### config.mk
export PLATFORM = sky130hd
export DESIGN_NAME = bus_arbiter_flat
export DESIGN_NICKNAME = d
export VERILOG_FILES = /design/src/rtl/bus_arb_pkg.sv /design/src/rtl/bus_arbiter_if.sv /design/src/rtl/bus_arbiter_rr_pick.sv /design/src/rtl/bus_arbiter.sv /design/src/flat_wrapper.sv
export SDC_FILE = /design/constraint.sdc
export NUM_CORES = 1
export LEC_CHECK = 0
export BUFFER_PORTS_ARGS = -buffer_cell sky130_fd_sc_hd__buf_4
export CORE_MARGIN = 2
export CORE_UTILIZATION = 40
export CTS_CLUSTER_DIAMETER = 30
export DETAILED_ROUTE_END_ITERATION = 10
export PLACE_DENSITY = 0.56
export SLEW_MARGIN = 0
export SYNTH_ARGS = -nofsm -noshare
export SYNTH_HDL_FRONTEND = slang
export SYNTH_SLANG_ARGS = --single-unit
### constraint.sdc
create_clock -name clock -period 5.3 [get_ports clock]
set_input_delay 0 -clock clock [delete_from_list [all_inputs] [get_ports clock]]
set_output_delay 0 -clock clock [all_outputs]
set_load 0.05 [all_outputs]
### src/rtl/bus_arb_pkg.sv
// bus_arb_pkg: shared state encoding, size defaults and helpers for the bus arbiter
package bus_arb_pkg;

    typedef enum logic [1:0] {IDLE, GRANT, GAP} state_t;

    localparam int N_NODES_DEF = 16;
    localparam int ADDR_W_DEF  = 4;
    localparam int MAX_NODES   = 64;

    function automatic logic [MAX_NODES-1:0] onehot(input int unsigned idx);
        return MAX_NODES'(1) << idx;
    endfunction

endpackage

### src/rtl/bus_arbiter_if.sv
// bus_arbiter_if: request/grant signals shared between the nodes and the arbiter
interface bus_arbiter_if
    import bus_arb_pkg::*;
#(
    parameter int N_NODES = N_NODES_DEF,
    parameter int ADDR_W  = ADDR_W_DEF
);
    logic [N_NODES-1:0] req;
    logic [N_NODES-1:0] node_en;
    logic [N_NODES-1:0] grant;
    logic               grant_valid;
    logic [ADDR_W-1:0]  grant_addr;
    logic               bus_busy;
    logic               timeout;

    modport master (
        output req, node_en,
        input  grant, grant_valid, grant_addr, bus_busy, timeout
    );

    modport slave (
        input  req, node_en,
        output grant, grant_valid, grant_addr, bus_busy, timeout
    );
endinterface

### src/rtl/bus_arbiter_rr_pick.sv
// rr_pick: rotating priority encoder, first set request at or after ptr wins
module rr_pick #(
    parameter int N_NODES = 16,
    parameter int ADDR_W  = 4
) (
    input  logic [N_NODES-1:0] qreq,
    input  logic [ADDR_W-1:0]  ptr,
    output logic [ADDR_W-1:0]  winner,
    output logic               any
);
    logic [2*N_NODES-1:0] dbl;
    logic [N_NODES-1:0]   rot;

    assign dbl = {qreq, qreq} >> ptr;
    assign rot = dbl[N_NODES-1:0];
    assign any = |qreq;

    // scan from the far end so the lowest rotated offset is the last to write
    always_comb begin
        winner = '0;
        for (int i = N_NODES - 1; i >= 0; i--)
            if (rot[i]) winner = ADDR_W'((int'(ptr) + i) % N_NODES);
    end
endmodule

### src/rtl/bus_arbiter.sv
// bus_arbiter: round-robin owner selection for a shared serial bus with idle gap and hold watchdog
module bus_arbiter
    import bus_arb_pkg::*;
#(
    parameter int N_NODES    = N_NODES_DEF,
    parameter int ADDR_W     = ADDR_W_DEF,
    parameter int GAP_CYCLES = 2,
    parameter int MAX_HOLD   = 128
) (
    input logic          clock,
    input logic          reset_n,
    bus_arbiter_if.slave arb
);
    localparam int HOLD_W = $clog2(MAX_HOLD + 2);
    localparam int GAP_W  = $clog2(GAP_CYCLES + 2);
    localparam logic [HOLD_W-1:0] HOLD_MAX = HOLD_W'(MAX_HOLD);
    localparam logic [GAP_W-1:0]  GAP_INIT = GAP_W'(GAP_CYCLES);
    localparam logic [ADDR_W-1:0] LAST     = ADDR_W'(N_NODES - 1);

    state_t             state, state_n;
    logic [ADDR_W-1:0]  ptr, ptr_n, grant_addr, addr_n, winner;
    logic [N_NODES-1:0] grant, grant_n, qreq;
    logic [HOLD_W-1:0]  hold_cnt, hold_n;
    logic [GAP_W-1:0]   gap_cnt, gap_n;
    logic               timeout, timeout_n, any, owner_req, expired;

    assign qreq      = arb.req & arb.node_en;
    assign owner_req = |(qreq & grant);
    assign expired   = (MAX_HOLD != 0) && (hold_cnt == HOLD_MAX);

    rr_pick #(.N_NODES(N_NODES), .ADDR_W(ADDR_W)) u_pick (
        .qreq   (qreq),
        .ptr    (ptr),
        .winner (winner),
        .any    (any)
    );

    // next-state and next-output decode; a release beats the watchdog so no pulse on a tie
    always_comb begin
        state_n   = state;
        ptr_n     = ptr;
        grant_n   = grant;
        addr_n    = grant_addr;
        hold_n    = hold_cnt;
        gap_n     = gap_cnt;
        timeout_n = 1'b0;
        case (state)
            IDLE: if (any) begin
                grant_n = N_NODES'(onehot(int'(winner)));
                addr_n  = winner;
                hold_n  = HOLD_W'(1);
                ptr_n   = (winner == LAST) ? '0 : winner + 1'b1;
                state_n = GRANT;
            end
            GRANT: if (!owner_req || expired) begin
                grant_n   = '0;
                addr_n    = '0;
                hold_n    = '0;
                gap_n     = GAP_INIT;
                timeout_n = owner_req;
                state_n   = (GAP_CYCLES == 0) ? IDLE : GAP;
            end else begin
                hold_n = (hold_cnt == HOLD_MAX) ? hold_cnt : hold_cnt + 1'b1;
            end
            GAP: begin
                gap_n   = gap_cnt - 1'b1;
                state_n = (gap_cnt == GAP_W'(1)) ? IDLE : GAP;
            end
            default: state_n = IDLE;
        endcase
    end

    // state, pointer, counters and output registers; async reset drops the grant at once
    always_ff @(posedge clock or negedge reset_n) begin
        if (!reset_n) begin
            state      <= IDLE;
            ptr        <= '0;
            grant      <= '0;
            grant_addr <= '0;
            hold_cnt   <= '0;
            gap_cnt    <= '0;
            timeout    <= 1'b0;
        end else begin
            state      <= state_n;
            ptr        <= ptr_n;
            grant      <= grant_n;
            grant_addr <= addr_n;
            hold_cnt   <= hold_n;
            gap_cnt    <= gap_n;
            timeout    <= timeout_n;
        end
    end

    assign arb.grant       = grant;
    assign arb.grant_valid = |grant;
    assign arb.grant_addr  = grant_addr;
    assign arb.bus_busy    = (state == GRANT) || (state == GAP);
    assign arb.timeout     = timeout;
endmodule

### src/flat_wrapper.sv
// flat-port wrapper written by rule: the top's interface ports become plain ports
module bus_arbiter_flat import bus_arb_pkg::*;
#(
    parameter int N_NODES    = N_NODES_DEF,
    parameter int ADDR_W     = ADDR_W_DEF,
    parameter int GAP_CYCLES = 2,
    parameter int MAX_HOLD   = 128
)
  (clock, reset_n, arb_req, arb_node_en, arb_grant, arb_grant_valid, arb_grant_addr, arb_bus_busy, arb_timeout);
  bus_arbiter_if #(.N_NODES(N_NODES), .ADDR_W(ADDR_W)) arb_i ();
  input logic clock;
  input logic reset_n;
  input wire logic [$bits(arb_i.req)-1:0] arb_req;
  input wire logic [$bits(arb_i.node_en)-1:0] arb_node_en;
  output wire logic [$bits(arb_i.grant)-1:0] arb_grant;
  output wire logic [$bits(arb_i.grant_valid)-1:0] arb_grant_valid;
  output wire logic [$bits(arb_i.grant_addr)-1:0] arb_grant_addr;
  output wire logic [$bits(arb_i.bus_busy)-1:0] arb_bus_busy;
  output wire logic [$bits(arb_i.timeout)-1:0] arb_timeout;
  assign arb_i.req = arb_req;
  assign arb_i.node_en = arb_node_en;
  assign arb_grant = arb_i.grant;
  assign arb_grant_valid = arb_i.grant_valid;
  assign arb_grant_addr = arb_i.grant_addr;
  assign arb_bus_busy = arb_i.bus_busy;
  assign arb_timeout = arb_i.timeout;
  bus_arbiter #(.N_NODES(N_NODES), .ADDR_W(ADDR_W), .GAP_CYCLES(GAP_CYCLES), .MAX_HOLD(MAX_HOLD)) u_core (.clock(clock), .reset_n(reset_n), .arb(arb_i));
endmodule
==> qor.csv <==
stage,metric,value,unit
cells_and_area,drive_gt1_share,22.7,%
setup_path,cp_slowest_stage_delay,0.80,ns
placed_design,io_buffers,56,
die,die_h,108,µm
cells_and_area,multi_input_area,3210,µm²
clock_tree,clkTransAtPathRegs,0.08,ns
sta,setup_viol,0,
die,die_area,11700,µm²
sta,slew_violations,0,
synth,ys_async_sr_fraction,100,%
synth,syn_area,4330,µm²
clock_tree,clock-sinks,37,
grt,grt_max_degree,38,
setup_path,required,5.49,ns
setup_path,cp.arrival,4.31,ns
drt,drtAntennaViolNets,0,
die,start_util,40.5,%
die,io_pins,57,
clock_tree,cts_root_buf,clkbuf_8,
grt,grt_antenna_before_repair,0,
synth,ys_ff_latch,37,
sta,final.period_utilization,77.7,%
setup_path,crit_type,reg2reg,
sta,fin_worst_skew,0.00742,ns
setup_path,cp_max_fo,21,
setup_path,startpoint_type,flip-flop,
synth,ys_types,72,
clock_tree,cts_tree,built,
cells_and_area,fillers,1047,
drt,dr.pass1.iters,6,
synth,syn-mean-instance-area,8.75,µm²
setup_path,cp-end-kind,flip-flop,
sta,rsz0062_at_grt,false,
cells_and_area,area_growth_syn_to_layout,14.9,%
grt,gr-usage-all-layers,26.0,%
sta,slew_headroom,51.5,%
drt,routed_via_density,6.46,
cells_and_area,final_common_cell,buf_4,
synth,synth_seq_area_share,21.4,%
setup_path,slowest_stage,mux4_1,
drt,drc,0,
die,rows,38,
clock_tree,clockBufferDepth,2,
synth,syn-num-nets,543,
drt,routed-via-count,4411,
grt,grt_pass1_vias,4298,
placed_design,dp_hpwl,11.0,mm
flow_run,cap_violations,0,
synth,ys_warn_count,0,
cells_and_area,layout_common_cells,"64 x buf_4, 63 x nand2_1, 37 x dfrtp_1, 32 x nor2_1, 27 x and2_1",
clock_tree,cts_buffers,5,
clock_tree,post-cts-setup-buffers,0,
cells_and_area,seq_area,926,µm²
setup_path,crit_chain,inv_2 > mux4_1 > mux4_2 > or4_1 > o31ai_1 > a2111oi_1 > a31oi_1 > and2_1 > inv_2 > a32o_1,
sta,hold_violations,0,
cells_and_area,antennaDiodeCount,0,
die,core,10700,µm²
setup_path,cp_common_cell,inv_2,
sta,setup_tns,0,ns
sta,worst_pin_slew,0.718,ns
cells_and_area,post-route-util,46.5,%
sta,clock.fmax,0.243,GHz
placed_design,routabilityCongestion,1.02,
clock_tree,insertion_delay,0.30,ns
synth,synth_edf_count,0,
hold_path,min_path_type,in2async,
clock_tree,htree_levels,2,
outcome,status,completed,
grt,grt_pass1_wl,23.6,mm
cells_and_area,layout.nets,590,
drt,drt_wl_total,14.7,mm
sta,fin_crit,4.12,ns
synth,synth_cells,495,
drt,drt_iter0_markers,468,
grt,overflow,0,
drt,wl_per_cell,21.5,µm
synth,synth-main-ff-cell,dfrtp_1,
die,fp.dieW,108,µm
worst max-delay path: cells and delay by family (launching register included):
family | cells | cell delay (ns)
compound gates | 4 | 0.64
buf+inv | 2 | 0.52
flops | 1 | 0.39
mux | 2 | 1.44
simple gates | 2 | 1.00
Yosys cell counts (5+ instances only):
cell type,count,area share [%]
inv_1,13,1.1
nand4_1,8,1.2
nor3_1,8,0.92
a21oi_1,22,2.5
o22ai_1,7,1.0
a221oi_1,6,1.2
o2111ai_1,5,1.0
dfrtp_1,37,21
mux2_2,10,2.6
and2_1,27,3.9
nand3_1,9,1.0
nor2_1,32,2.8
nand2_1,63,5.5
o211ai_1,5,0.87
ha_1,14,4.0
a22o_1,15,3.0
o21ai_0,26,3.0
nor2b_1,5,0.72
and3_1,5,0.72
nor4_1,7,1.0
mux2i_1,18,4.2
a22oi_1,7,1.2
mux4_2,24,12
o22a_1,5,1.0
a211oi_1,5,0.87
clkbuf_1,13,1.1
a31oi_1,6,0.87
path summary, 6_finish.rpt:
path                                    startpoint                  endpoint  slack, ns  cells after the start
worst max-delay path                 u_core.ptr[0]       u_core.arb.grant[7]       1.18                     10
worst min-delay path                       reset_n  u_core.arb.grant_addr[2]       0.19                      2
worst max register to register       u_core.ptr[0]       u_core.arb.grant[7]       1.18                     10
worst min register to register  u_core.hold_cnt[6]        u_core.hold_cnt[6]       0.51                      1
max in group asynchronous                  reset_n           u_core.state[0]       4.78                      2
min in group clock                  arb_node_en[1]           u_core.state[0]       0.36                      6
flip-flops by register name, summed over array words and instances, names as in the netlist:
register / count
u_core.state: 2
u_core.arb.grant_addr: 4
u_core.hold_cnt: 8
u_core.gap_cnt: 2
u_core.arb.timeout: 1
u_core.arb.grant: 16
u_core.ptr: 4
metal layers:
| layer | GRT usage, % | wire (µm) | vias up |
|---|---|---|---|
| met4 | 9.16 | 444 | 0 |
| met1 | 35.9 | 6340 | 2132 |
| li1 | - | - | 2033 |
| met5 | 0 | 0 | - |
| met3 | 3.38 | 1090 | 42 |
| met2 | 42.1 | 6820 | 204 |
final cells by class:
cell class | instances | area share [%]
flip-flops and latches | 37 | 18.6
well taps | 140 | 3.52
inverters | 17 | 1.28
clock buffers | 6 | 1.46
clock inverters | 2 | 0.779
multi-input cells | 416 | 64.5
repair buffers | 65 | 9.85
stage by stage:
stage	instance area, µm²	setup slack (ns)	std cells	hold slack [ns]
after CTS	4980	1.23	683	0.210
after global placement	4860	1.30	674	-0.0118
after detailed placement	4860	1.27	674	-0.0133
after global routing	4980	0.936	683	0.235
after floorplan	4330	1.74	495	-0.296
final	4980	1.18	683	0.194
repair_timing:
item                                   CTS  global route
resized for setup                        0             0
hold buffers                             1             0
endpoints found under the hold margin   37             0
logic make-up after synthesis:
family                     Yosys count  share of synthesized area (%)
and+or+nand+nor                    187                           22.0
AOI/OAI and AO/OA                  154                           25.9
muxes                               56                           21.1
buffers and inverters               42                           4.53
DFF                                 37                           21.4
adders and majority gates           14                           4.04
xor gates and xnor gates             5                           1.01
Power is left out: the tool's default activity adds up to more than one toggle a clock period on the data nets, which glitch-free logic cannot reach.
